`src/rtl/mem_pkg.sv`:
```
// rtl/mem_pkg.sv - shared bus layouts, widths, FSM states and error bits for mem_stage
package mem_pkg;

  localparam int EX_BUS_W        = 155;
  localparam int WB_BUS_W        = 123;
  localparam int ID_BUS_W        = 38;
  localparam int TIMEOUT_CYC_DEF = 255;

  localparam int ERR_TIMEOUT  = 0;
  localparam int ERR_MISALIGN = 1;

  typedef enum logic [1:0] {
    ST_IDLE,
    ST_REQ,
    ST_RESP,
    ST_DONE
  } mem_state_e;

  // Field order is MSB first; the packed layout defines the bit offsets.
  typedef struct packed {
    logic [31:0] alu_result;
    logic [4:0]  rd;
    logic        rd_wen;
    logic        mem_we;
    logic        mem_re;
    logic [2:0]  wb_sel;
    logic [31:0] pc;
    logic [31:0] st_data;
    logic [3:0]  csr_cmd;
    logic [11:0] csr_addr;
    logic [31:0] op1_data;
  } ex_bus_t;

  typedef struct packed {
    logic [31:0] wb_result;
    logic [4:0]  rd;
    logic        rd_wen;
    logic [2:0]  wb_sel;
    logic [31:0] pc;
    logic [3:0]  csr_cmd;
    logic [11:0] csr_addr;
    logic [31:0] csr_wdata;
    logic [1:0]  err;
  } wb_bus_t;

  typedef struct packed {
    logic [31:0] fwd_data;
    logic        fwd_wen;
    logic [4:0]  fwd_rd;
  } id_bus_t;

endpackage

```
`src/rtl/mem_dmem_ctrl.sv`:
```
// rtl/mem_dmem_ctrl.sv - data-memory handshake FSM with watchdog counter and load-data capture
module mem_dmem_ctrl
  import mem_pkg::*;
#(
  parameter int TIMEOUT_CYC = TIMEOUT_CYC_DEF
) (
  input  logic        clk,
  input  logic        rst,
  input  logic        memop,
  input  logic        is_store,
  input  logic        misalign,
  input  logic        dmem_gnt,
  input  logic        dmem_rvalid,
  input  logic [31:0] dmem_rdata,
  output logic        dmem_req,
  output logic        done,
  output logic [31:0] rdata,
  output logic [1:0]  err
);

  mem_state_e  state_q, state_d;
  logic [15:0] cnt_q, cnt_d;
  logic [31:0] rdata_q, rdata_d;
  logic [1:0]  err_q, err_d;
  logic        expired;

  assign expired = (cnt_q == 16'(TIMEOUT_CYC));
  assign done    = (state_q == ST_DONE);
  assign rdata   = rdata_q;
  assign err     = err_q;

  always_comb begin
    state_d  = state_q;
    cnt_d    = cnt_q;
    rdata_d  = rdata_q;
    err_d    = err_q;
    dmem_req = 1'b0;
    case (state_q)
      ST_IDLE: begin
        if (memop) begin
          cnt_d = '0;
          if (misalign) begin
            state_d               = ST_DONE;
            err_d[ERR_MISALIGN]   = 1'b1;
          end else begin
            dmem_req = 1'b1;
            if (dmem_gnt) state_d = is_store ? ST_DONE : ST_RESP;
            else          state_d = ST_REQ;
          end
        end
      end
      ST_REQ: begin
        cnt_d = cnt_q + 16'd1;
        // Timeout wins over a coincident grant so the abort cycle never issues.
        if (expired) begin
          state_d            = ST_DONE;
          err_d[ERR_TIMEOUT] = 1'b1;
        end else begin
          dmem_req = 1'b1;
          if (dmem_gnt) begin
            state_d = is_store ? ST_DONE : ST_RESP;
            cnt_d   = '0;
          end
        end
      end
      ST_RESP: begin
        cnt_d = cnt_q + 16'd1;
        if (expired) begin
          state_d            = ST_DONE;
          err_d[ERR_TIMEOUT] = 1'b1;
        end else if (dmem_rvalid) begin
          rdata_d = dmem_rdata;
          state_d = ST_DONE;
        end
      end
      ST_DONE: begin
        state_d = ST_IDLE;
        err_d   = '0;
      end
      default: state_d = ST_IDLE;
    endcase
  end

  always_ff @(posedge clk or posedge rst) begin
    if (rst) begin
      state_q <= ST_IDLE;
      cnt_q   <= '0;
      rdata_q <= '0;
      err_q   <= '0;
    end else begin
      state_q <= state_d;
      cnt_q   <= cnt_d;
      rdata_q <= rdata_d;
      err_q   <= err_d;
    end
  end

endmodule

```
`src/rtl/mem_stage.sv`:
```
// rtl/mem_stage.sv - RISC-V memory stage: ex_r register, result mux and bus packing.
// Define MEM_MISALIGN_CHK_EN to trap misaligned accesses instead of dropping the low address bits.
module mem_stage
  import mem_pkg::*;
#(
  parameter int TIMEOUT_CYC = TIMEOUT_CYC_DEF
) (
  input  logic                clk,
  input  logic                rst,
  input  logic [EX_BUS_W-1:0] exe_mem_bus_in,
  output logic                mem_stall,
  output logic                dmem_req,
  output logic                dmem_we,
  output logic [31:0]         dmem_addr,
  output logic [31:0]         dmem_wdata,
  input  logic                dmem_gnt,
  input  logic                dmem_rvalid,
  input  logic [31:0]         dmem_rdata,
  output logic [WB_BUS_W-1:0] mem_wb_bus_out,
  output logic                mem_wb_valid,
  output logic [ID_BUS_W-1:0] mem_id_data_bus
);

  ex_bus_t     ex_q, ex_d;
  wb_bus_t     wb_bus;
  id_bus_t     id_bus;
  logic        memop, is_store, is_load, misalign, ctrl_done, rd_wen_eff;
  logic [31:0] ctrl_rdata, wb_result;
  logic [1:0]  ctrl_err, err;

  // A store takes priority when both access bits are set.
  assign is_store     = ex_q.mem_we;
  assign is_load      = ex_q.mem_re & ~ex_q.mem_we;
  assign memop        = ex_q.mem_we | ex_q.mem_re;
  assign mem_stall    = memop & ~ctrl_done;
  assign mem_wb_valid = ~mem_stall;

  always_comb begin
    ex_d = ex_q;
    if (!mem_stall) ex_d = exe_mem_bus_in;
  end

  always_ff @(posedge clk or posedge rst) begin
    if (rst) ex_q <= '0;
    else     ex_q <= ex_d;
  end

`ifdef MEM_MISALIGN_CHK_EN
  assign misalign = memop & (ex_q.alu_result[1:0] != 2'b00);
`else
  assign misalign = 1'b0;
`endif

  mem_dmem_ctrl #(
    .TIMEOUT_CYC(TIMEOUT_CYC)
  ) u_ctrl (
    .clk        (clk),
    .rst        (rst),
    .memop      (memop),
    .is_store   (is_store),
    .misalign   (misalign),
    .dmem_gnt   (dmem_gnt),
    .dmem_rvalid(dmem_rvalid),
    .dmem_rdata (dmem_rdata),
    .dmem_req   (dmem_req),
    .done       (ctrl_done),
    .rdata      (ctrl_rdata),
    .err        (ctrl_err)
  );

  assign dmem_we    = is_store;
  assign dmem_addr  = {ex_q.alu_result[31:2], 2'b00};
  assign dmem_wdata = ex_q.st_data;

  always_comb begin
    err = ctrl_err;
`ifndef MEM_MISALIGN_CHK_EN
    err[ERR_MISALIGN] = 1'b0;
`endif
    wb_result  = is_load ? ctrl_rdata : ex_q.alu_result;
    rd_wen_eff = ex_q.rd_wen & ~(|err);

    wb_bus.wb_result = wb_result;
    wb_bus.rd        = ex_q.rd;
    wb_bus.rd_wen    = rd_wen_eff;
    wb_bus.wb_sel    = ex_q.wb_sel;
    wb_bus.pc        = ex_q.pc;
    wb_bus.csr_cmd   = ex_q.csr_cmd;
    wb_bus.csr_addr  = ex_q.csr_addr;
    wb_bus.csr_wdata = ex_q.op1_data;
    wb_bus.err       = err;

    // Decode must not forward a load result before the data has landed.
    id_bus.fwd_data = wb_result;
    id_bus.fwd_wen  = rd_wen_eff & ~(is_load & ~ctrl_done);
    id_bus.fwd_rd   = ex_q.rd;
  end

  assign mem_wb_bus_out  = wb_bus;
  assign mem_id_data_bus = id_bus;

endmodule

```
`config.mk`:
```
export PLATFORM = sky130hd
export DESIGN_NAME = mem_stage
export DESIGN_NICKNAME = d
export VERILOG_FILES = /design/src/rtl/mem_pkg.sv /design/src/rtl/mem_dmem_ctrl.sv /design/src/rtl/mem_stage.sv
export SDC_FILE = /design/constraint.sdc
export NUM_CORES = 1
export LEC_CHECK = 0
export ABC_AREA = 1
export BUFFER_PORTS_ARGS = -buffer_cell sky130_fd_sc_hd__buf_2
export CORE_MARGIN = 10
export CORE_UTILIZATION = 49
export DETAILED_ROUTE_END_ITERATION = 8
export GPL_ROUTABILITY_DRIVEN = 0
export HOLD_SLACK_MARGIN = 0.1
export PLACE_DENSITY = 0.92
export SLEW_MARGIN = 10
export SYNTH_ARGS = -nofsm -noshare
export SYNTH_HDL_FRONTEND = slang
export SYNTH_HIERARCHICAL = 1
export SYNTH_SLANG_ARGS = --single-unit
export TNS_END_PERCENT = 5
```
`constraint.sdc`:
```
create_clock -name clk -period 6.58 [get_ports clk]
set_clock_uncertainty 0.05 [all_clocks]
set_input_delay 1.316 -clock clk [delete_from_list [all_inputs] [get_ports clk]]
set_output_delay 1.316 -clock clk [all_outputs]
set_load 0.01 [all_outputs]
```
==> flow_metrics.tcl, run 1 <==
set metrics [dict create \
    grt_pass1_wl_um 49620 \
    grtUsageMet3_pct 6.684 \
    period_share_pct 61.67 \
    clk_pin_slew_ps 60 \
    port_buffers 416 \
    first_pass_iters 5 \
    postCtsSetupBuffers 0 \
    hold_viol_final 0 \
    crit_buf_inv 3 \
    initial_core_util_pct 49.92 \
    core_sq_um 21090 \
    cts_buffers 23 \
    seqPwrFrac_pct 33.2 \
    switching_share_pct 45.18 \
    num-fill-cells 1824 \
    netSwitchingPower_mw 3.059 \
    antenna_found_initial 4 \
    vias 8994 \
    slew_violations 0 \
    cp_cell_sequence "ha_1 > inv_4 > o21ai_4 > buf_4 > buf_2" \
    track_usage_pct 21.72 \
    worst_slew_pin_slew_ps 1238 \
    fmax_ghz 0.2465 \
    synth_cells 1294 \
    cp_max_fo 57 \
    seq_area_sq_um 5155 \
    holdWs_ps 436.1 \
    critPathLaunchType "register" \
    status "finished, final reports clean" \
    crit_required_ps 5210 \
    grt_max_degree 119 \
    cts.path.max_buffers 3 \
    grt-busiest-layer "met2" \
    dieArea_sq_um 27750 \
    clock_tree.root_cell "clkbuf_16" \
    pwr-share-comb_pct 48.8 \
    dp_hpwl_um 23570 \
    clock_latency_ps 500 \
    path_class "reg -> out" \
    drt_iter0_drc 879 \
    rows 53 \
    slowest_delay_ps 600 \
    timing.setup.tns_ps 0 \
    power_frac_clock_pct 17.9 \
    via_per_inst 5.050 \
    cts_resized 0 \
    yosysWarnings 6 \
    final_nets 1685 \
    avgSynthCellArea_sq_um 8.136 \
    final_util_pct 57.00 \
    p_leak_nw 7.041 \
    crit_arrival_ps 2690 \
    hold_path_class "reg -> reg" \
    relSlewSlack_pct 17.45 \
    cap_violations 0 \
    p_int_mw 3.712 \
    critical_path.top_delay_family "buffers and inverters" \
    die_w_um 166.6 \
    io_pins 420 \
    power_per_cell_area_nw_per_um2 563.4 \
    clock-sinks 206 \
    area_growth_pct 14.17 \
    cts_tree "done" \
    postRouteAntennaNets 0 \
    cts_hold_buffers 0 \
    min_period_ps 4058 \
    synth_area_sq_um 10530 \
    grt_use_met2_pct 36.40 \
    globalRoute.totalOverflow 0 \
    drive_above_1_share_pct 32.80 \
    grt_pass1_vias 9082 \
    drc_errors 0 \
    crit_path_top_delay_cell "buf_4" \
    die-height_um 166.6 \
    setup_viol 0 \
    h-tree-depth 1 \
    met1_usage_pct 25.10 \
    multiInputGateArea_sq_um 3395 \
    rsz0062_at_grt "false" \
    wl_um 32090 \
    endpoint_kind "primary output" \
    peakVddDrop_uv 372.3 \
    wl_per_cell_um 18.02 \
]
cell type report:
| type | count | area share [%] |
|---|---|---|
| Inverter | 69 | 2.217 |
| Antenna cell | 3 | 0.06246 |
| Timing Repair Buffer | 423 | 17.76 |
| Multi-Input combinational cell | 766 | 28.24 |
| Tap cell | 275 | 2.863 |
| Clock buffer | 31 | 5.372 |
| Clock inverter | 8 | 0.5934 |
| Sequential cell | 206 | 42.89 |
metrics by stage:
step	instances	worst slack, ps	total power, mW	area, sq um
after global routing	1780	2351	7.283	12020
after floorplan	1297	1036	4.997	10540
after global placement	1739	3164	5.446	11290
after detailed placement	1739	3055	5.579	11290
after CTS	1778	2513	6.837	12010
final	1781	2522	6.771	12020
layer usage:
metal	wire, um	vias up
met2	15550	504
met4	1292	0
li1	-	4233
met3	3256	78
met5	0	-
met1	11990	4179
worst paths after layout:
path,start,to,slack (ps),cells past startpoint
max in group asynchronous,rst,mem_wb_bus_out[74]$_DFFE_PP0N_,4170,3
min in group asynchronous,rst,ex_q[117]$_DFFE_PP0N_,900,2
max,u_ctrl/state_q[0]$_DFFE_PP0P_,mem_wb_valid,2520,5
min reg2reg,u_ctrl/rdata[10]$_DFFE_PP0P_,u_ctrl/rdata[10]$_DFFE_PP0P_,440,2
min,u_ctrl/rdata[10]$_DFFE_PP0P_,u_ctrl/rdata[10]$_DFFE_PP0P_,440,2
max reg2reg,u_ctrl/state_q[0]$_DFFE_PP0P_,dmem_addr[20]$_DFFE_PP0N_,3560,7
cell usage in the layout (no fill, tap or decap), types with 3 or more instances in the layout:
cell type,count
nand3_1,166
conb_1,4
buf_2,416
nand2_1,484
inv_2,6
nand2_2,3
inv_1,61
clkbuf_1,4
a21oi_2,9
ha_1,5
nor2_2,4
nor3_1,3
diode_2,3
nand2_4,5
nor2_1,19
clkbuf_16,23
xor2_1,4
o21ai_0,38
dfrtp_1,206
clkbuf_8,4
a21oi_1,6
clkinv_2,5
buf_4,7
nand4_1,5
tightest hold or removal path, stage by stage, from the launching register on:
cell and delay [ps]:
dfrtp_1 340, nand2_1 50, o21ai_0 60
state kept, by name, summed over array words and instances, names as in the netlist, 2 cells and up:
name,cells
ex_q,4
dmem_addr,30
mem_id_data_bus,5
u_ctrl/rdata,32
dmem_wdata,32
mem_wb_bus_out,83
u_ctrl/state_q,2
u_ctrl/cnt_q,16
power by group through the flow:
stage | Clock (mW) | Combinational, mW | Sequential, mW
after detailed placement | 0 | 3.33 | 2.25
after floorplan | 0 | 2.86 | 2.13
final | 1.21 | 3.31 | 2.25
after CTS | 1.24 | 3.35 | 2.24
after global routing | 1.30 | 3.67 | 2.31
after global placement | 0 | 3.22 | 2.23
Note: power is estimated with default switching activity, not from simulation.
==> inputs of run 2 (changes only) <==
==> constraint.sdc (replaced) <==
create_clock -name clk -period 3.9 [get_ports clk]
set_clock_uncertainty 0.05 [all_clocks]
set_input_delay 0.78 -clock clk [delete_from_list [all_inputs] [get_ports clk]]
set_output_delay 0.78 -clock clk [all_outputs]
set_load 0.01 [all_outputs]
==> flow_metrics.tcl, run 2 (synthesized netlist as in run 1, its figures left out) <==
set metrics [dict create \
    die-height_um 166.6 \
    cp_max_fo 32 \
    clk_pin_slew_ps 60 \
    postRouteAntennaNets 0 \
    h-tree-depth 1 \
    cts_resized 0 \
    crit_path_top_delay_cell "nor2_2" \
    crit_arrival_ps 2320 \
    setup_viol 0 \
    die_w_um 166.6 \
    initial_core_util_pct 49.92 \
    area_growth_pct 15.49 \
    vias 8974 \
    clock-sinks 206 \
    dp_hpwl_um 23700 \
    clock_tree.root_cell "clkbuf_16" \
    via_per_inst 5.036 \
    io_pins 420 \
    grt_max_degree 90 \
    grt_pass1_wl_um 49650 \
    hold_path_class "in -> async" \
    final_nets 1687 \
    worst_slew_pin_slew_ps 1069 \
    final_cell_mix "nand2_1, buf_2, dfrtp_1, nand3_1, inv_1" \
    port_buffers 416 \
    cap_violations 0 \
    largest_reg_flops 83 \
    period_share_pct 80.88 \
    crit_top_cell "nand2_1" \
    core_sq_um 21090 \
    hold_viol_final 0 \
    rsz0062_at_grt "false" \
    cts_hold_buffers 0 \
    cp_cell_sequence "nor2_2 > inv_2 > nand2_1 > nand2_1 > buf_2" \
    slew_violations 0 \
    critPathLaunchType "register" \
    grt_pass1_vias 9001 \
    globalRoute.totalOverflow 0 \
    drc_errors 0 \
    dieArea_sq_um 27750 \
    endpoint_kind "primary output" \
    wl_per_cell_um 17.89 \
    min_period_ps 3154 \
    crit_required_ps 3070 \
    wl_um 31880 \
    track_usage_pct 21.60 \
    p_leak_nw 7.100 \
    layout.cells.most_common "nand2_1" \
    final_util_pct 57.65 \
    rows 53 \
    timing.setup.tns_ps 0 \
    power_per_cell_area_nw_per_um2 962.8 \
    slowest_delay_ps 520 \
    p_total_mw 11.71 \
    peakVddDrop_uv 648.1 \
    cts.path.max_buffers 3 \
    path_class "reg -> out" \
    num-fill-cells 1796 \
    drive_above_1_share_pct 32.87 \
    antenna_found_initial 2 \
    cts_tree "done" \
    relSlewSlack_pct 28.65 \
    cts_buffers 22 \
    postCtsSetupBuffers 0 \
    drt_iter0_drc 890 \
    fmax_ghz 0.3170 \
    status "finished, final reports clean" \
    first_pass_iters 5 \
    clock_latency_ps 490 \
]
## run 2: worst max-delay path: cells and delay by family (launching register included)
family	cells	cell delay, ps
flops	1	470
buf+inv	2	570
simple gates	3	770
## run 2: final cells by class
type | count | area [sq um] | share of cell area (%)
sequential | 206 | 5155 | 42.40
multi-input combinational | 766 | 3395 | 27.92
timing repair buffer | 426 | 2182 | 17.95
clock buffer | 32 | 649.4 | 5.341
tap | 275 | 344.1 | 2.830
inverter | 69 | 266.5 | 2.192
clock inverter | 7 | 163.9 | 1.348
antenna | 1 | 2.502 | 0.02058
## run 2: stage by stage
step | area [sq um] | setup WS, ps | std cells | hold slack [ps]
2_1_floorplan | 10540 | 1111 | 1297 | 403.4
3_3_place_gp | 11340 | 1361 | 1742 | 419.4
3_5_place_dp | 11340 | 1259 | 1742 | 422.9
4_1_cts | 12150 | 725.3 | 1781 | 393.6
5_1_grt | 12160 | 581.0 | 1782 | 413.6
6_report | 12160 | 745.6 | 1782 | 395.0
## run 2: path summary, 6_finish.rpt
| check | from | endpoint | slack (ps) | depth (start not counted) |
|---|---|---|---|---|
| max in group asynchronous | rst | dmem_wdata[17]$_DFFE_PP0N_ | 2560 | 3 |
| hold reg to reg | u_ctrl/rdata[8]$_DFFE_PP0P_ | u_ctrl/rdata[8]$_DFFE_PP0P_ | 440 | 2 |
| hold / removal | rst | dmem_addr[22]$_DFFE_PP0N_ | 400 | 2 |
| min in group clk | exe_mem_bus_in[64] | dmem_wdata[16]$_DFFE_PP0N_ | 420 | 3 |
| setup reg to reg | u_ctrl/cnt_q[0]$_DFFE_PP0P_ | u_ctrl/rdata[6]$_DFFE_PP0P_ | 1340 | 6 |
| setup / recovery | dmem_we$_DFFE_PP0N_ | mem_id_data_bus[6] | 750 | 5 |
## run 2: layer usage
layer / part of all wire [%] / routed length (um) / global-route usage, %
met4: 3.3 / 1047 / 7.637
met2: 49 / 15750 / 37.02
met3: 9.2 / 2935 / 5.625
met5: 0.041 / 13 / 0
met1: 38 / 12130 / 25.68
## run 2: where the power goes
group	switching, mW	internal [mW]	leakage [nW]	total (mW)
Combinational	3.65	1.92	4.15	5.57
Sequential	0.684	3.14	2.56	3.83
Clock	0.826	1.48	0.397	2.31
==> inputs of run 3 (changes only) <==
--- a/config.mk
+++ b/config.mk
@@ -8,11 +8,11 @@
 export ABC_AREA = 1
 export BUFFER_PORTS_ARGS = -buffer_cell sky130_fd_sc_hd__buf_2
 export CORE_MARGIN = 10
-export CORE_UTILIZATION = 49
+export CORE_UTILIZATION = 45
 export DETAILED_ROUTE_END_ITERATION = 8
 export GPL_ROUTABILITY_DRIVEN = 0
 export HOLD_SLACK_MARGIN = 0.1
-export PLACE_DENSITY = 0.92
+export PLACE_DENSITY = 0.89
 export SLEW_MARGIN = 10
 export SYNTH_ARGS = -nofsm -noshare
 export SYNTH_HDL_FRONTEND = slang
==> constraint.sdc (replaced) <==
create_clock -name clk -period 2.5 [get_ports clk]
set_clock_uncertainty 0.05 [all_clocks]
set_input_delay 0.5 -clock clk [delete_from_list [all_inputs] [get_ports clk]]
set_output_delay 0.5 -clock clk [all_outputs]
set_load 0.01 [all_outputs]
==> flow_metrics.tcl, run 3 (synthesized netlist as in run 1, its figures left out) <==
set metrics [dict create \
    period_share_pct 96.59 \
    critPathLaunchType "register" \
    final_cell_mix "nand2_1, buf_2, dfrtp_1, nand3_1, inv_1" \
    r2r_start "u_ctrl/cnt_q[0]$_DFFE_PP0P_" \
    drc_errors 0 \
    clock_latency_ps 510 \
    slew_violations 0 \
    p_leak_nw 7.180 \
    area_growth_pct 17.32 \
    whs_endpoint "mem_wb_bus_out[33]$_DFFE_PP0N_" \
    cts_tree "done" \
    rows 55 \
    power_per_cell_area_nw_per_um2 1502 \
    switching_share_pct 44.16 \
    initial_core_util_pct 46.08 \
    endpoint_kind "primary output" \
    crit_arrival_ps 1860 \
    setup_viol 0 \
    wl_um 32790 \
    dp_cells 1787 \
    fmax_ghz 0.4141 \
    rsz0062_at_grt "false" \
    cap_violations 0 \
    clock-sinks 206 \
    min_from "exe_mem_bus_in[31]" \
    dp_hpwl_um 24800 \
    postRouteAntennaNets 0 \
    final_nets 1696 \
    dieArea_sq_um 29910 \
    worst_slew_pin_slew_ps 888.7 \
    grt_pass1_vias 9057 \
    vias 9051 \
    status "finished, final reports clean" \
    drt_iter0_drc 1007 \
    r2r_slack_ps 430 \
    antenna_found_initial 2 \
    peakVddDrop_uv 807.5 \
    h-tree-depth 1 \
    holdWs_ps 131.0 \
    final_cells 1830 \
    r2r_end "u_ctrl/rdata[0]$_DFFE_PP0P_" \
    power_frac_clock_pct 20.1 \
    pwr-share-comb_pct 47.7 \
    first_pass_iters 7 \
    crit_required_ps 1950 \
    grt_pass1_wl_um 50360 \
    relSlewSlack_pct 40.75 \
    reg2reg_depth 7 \
    min_period_ps 2415 \
    hold_viol_final 0 \
    holdPathStages 3 \
    cts_buffers 23 \
    wl_per_cell_um 17.92 \
    die_w_um 173.0 \
    drive_above_1_share_pct 33.38 \
    largest_reg_flops 83 \
    track_usage_pct 20.62 \
    clk_pin_slew_ps 60 \
    via_per_inst 4.946 \
    port_buffers 416 \
    timing.setup.tns_ps 0 \
    p_int_mw 10.36 \
    clock_tree.root_cell "clkbuf_16" \
    path_class "reg -> out" \
    netSwitchingPower_mw 8.189 \
    core_sq_um 22850 \
    globalRoute.totalOverflow 0 \
    final_util_pct 54.06 \
    place_area_sq_um 11490 \
    cp_max_fo 20 \
    seqPwrFrac_pct 32.2 \
    die-height_um 173.0 \
    io_pins 420 \
    hold_path_class "in -> reg" \
    num-fill-cells 2019 \
    grt_max_degree 84 \
    layout.cells.most_common "nand2_1" \
    cts.path.max_buffers 3 \
    final_area_sq_um 12350 \
]
[run 3: critical path, cell delays in order (launching register included)]
cell and delay, ps:
dfrtp_1 460, nor2_2 250, buf_6 230, nand2_1 110, nand2_1 130, buf_2 170
[run 3: worst max-delay path by stage]
stage                                      from                   endpoint  slack [ps]  cells past startpoint
after detailed placement    dmem_we$_DFFE_PP0N_        mem_id_data_bus[19]         470                      5
after global routing        dmem_we$_DFFE_PP0N_        mem_id_data_bus[19]           5                      5
after CTS                   dmem_we$_DFFE_PP0N_        mem_id_data_bus[19]           7                      5
after floorplan                             rst  dmem_addr[10]$_DFFE_PP0N_          -9                      1
after global placement    ex_q[115]$_DFFE_PP0N_        mem_id_data_bus[26]         530                      6
final                       dmem_we$_DFFE_PP0N_        mem_id_data_bus[19]          90                      5
[run 3: layer usage]
layer  GRT usage (%)  vias up  routed length, um
met2           34.96      500              16100
met3           5.358       71               2929
met1           24.40     4228              12530
met4           8.444        2               1218
li1                -     4250                  -
met5               0        -                 13
[run 3: final cells by class]
class | count | area [sq um] | share of cell area, %
flip-flops and latches | 206 | 5155 | 41.74
multi-input cells | 766 | 3395 | 27.48
repair buffers | 434 | 2298 | 18.61
clock buffers | 28 | 614.3 | 4.974
well taps | 313 | 391.6 | 3.171
inverters | 69 | 267.8 | 2.168
clock inverters | 13 | 226.5 | 1.834
diodes | 1 | 2.502 | 0.02026
[run 3: power by group through the flow]
stage	clock, mW	combinational, mW	sequential (mW)
floorplan	0	7.54	5.61
global placement	0	8.62	5.91
detailed placement	0	8.91	5.96
CTS	3.81	8.93	5.94
global route	3.97	9.78	6.11
finish	3.73	8.85	5.96
[run 3: through the flow]
| stage | setup slack (ps) | total power [mW] |
|---|---|---|
| 2_1_floorplan | -8.905 | 13.15 |
| 3_3_place_gp | 534.9 | 14.54 |
| 3_5_place_dp | 472.6 | 14.87 |
| 4_1_cts | 7.003 | 18.69 |
| 5_1_grt | 4.870 | 19.87 |
| 6_report | 85.25 | 18.55 |
[run 3: what timing repair did]
action | CTS | global route
gates resized for setup | 1 | 1
endpoints found under the setup margin | 32 | 6
buffers inserted | 0 | 0
endpoints found under the hold margin | 16 | 0
hold buffers | 1 | 0
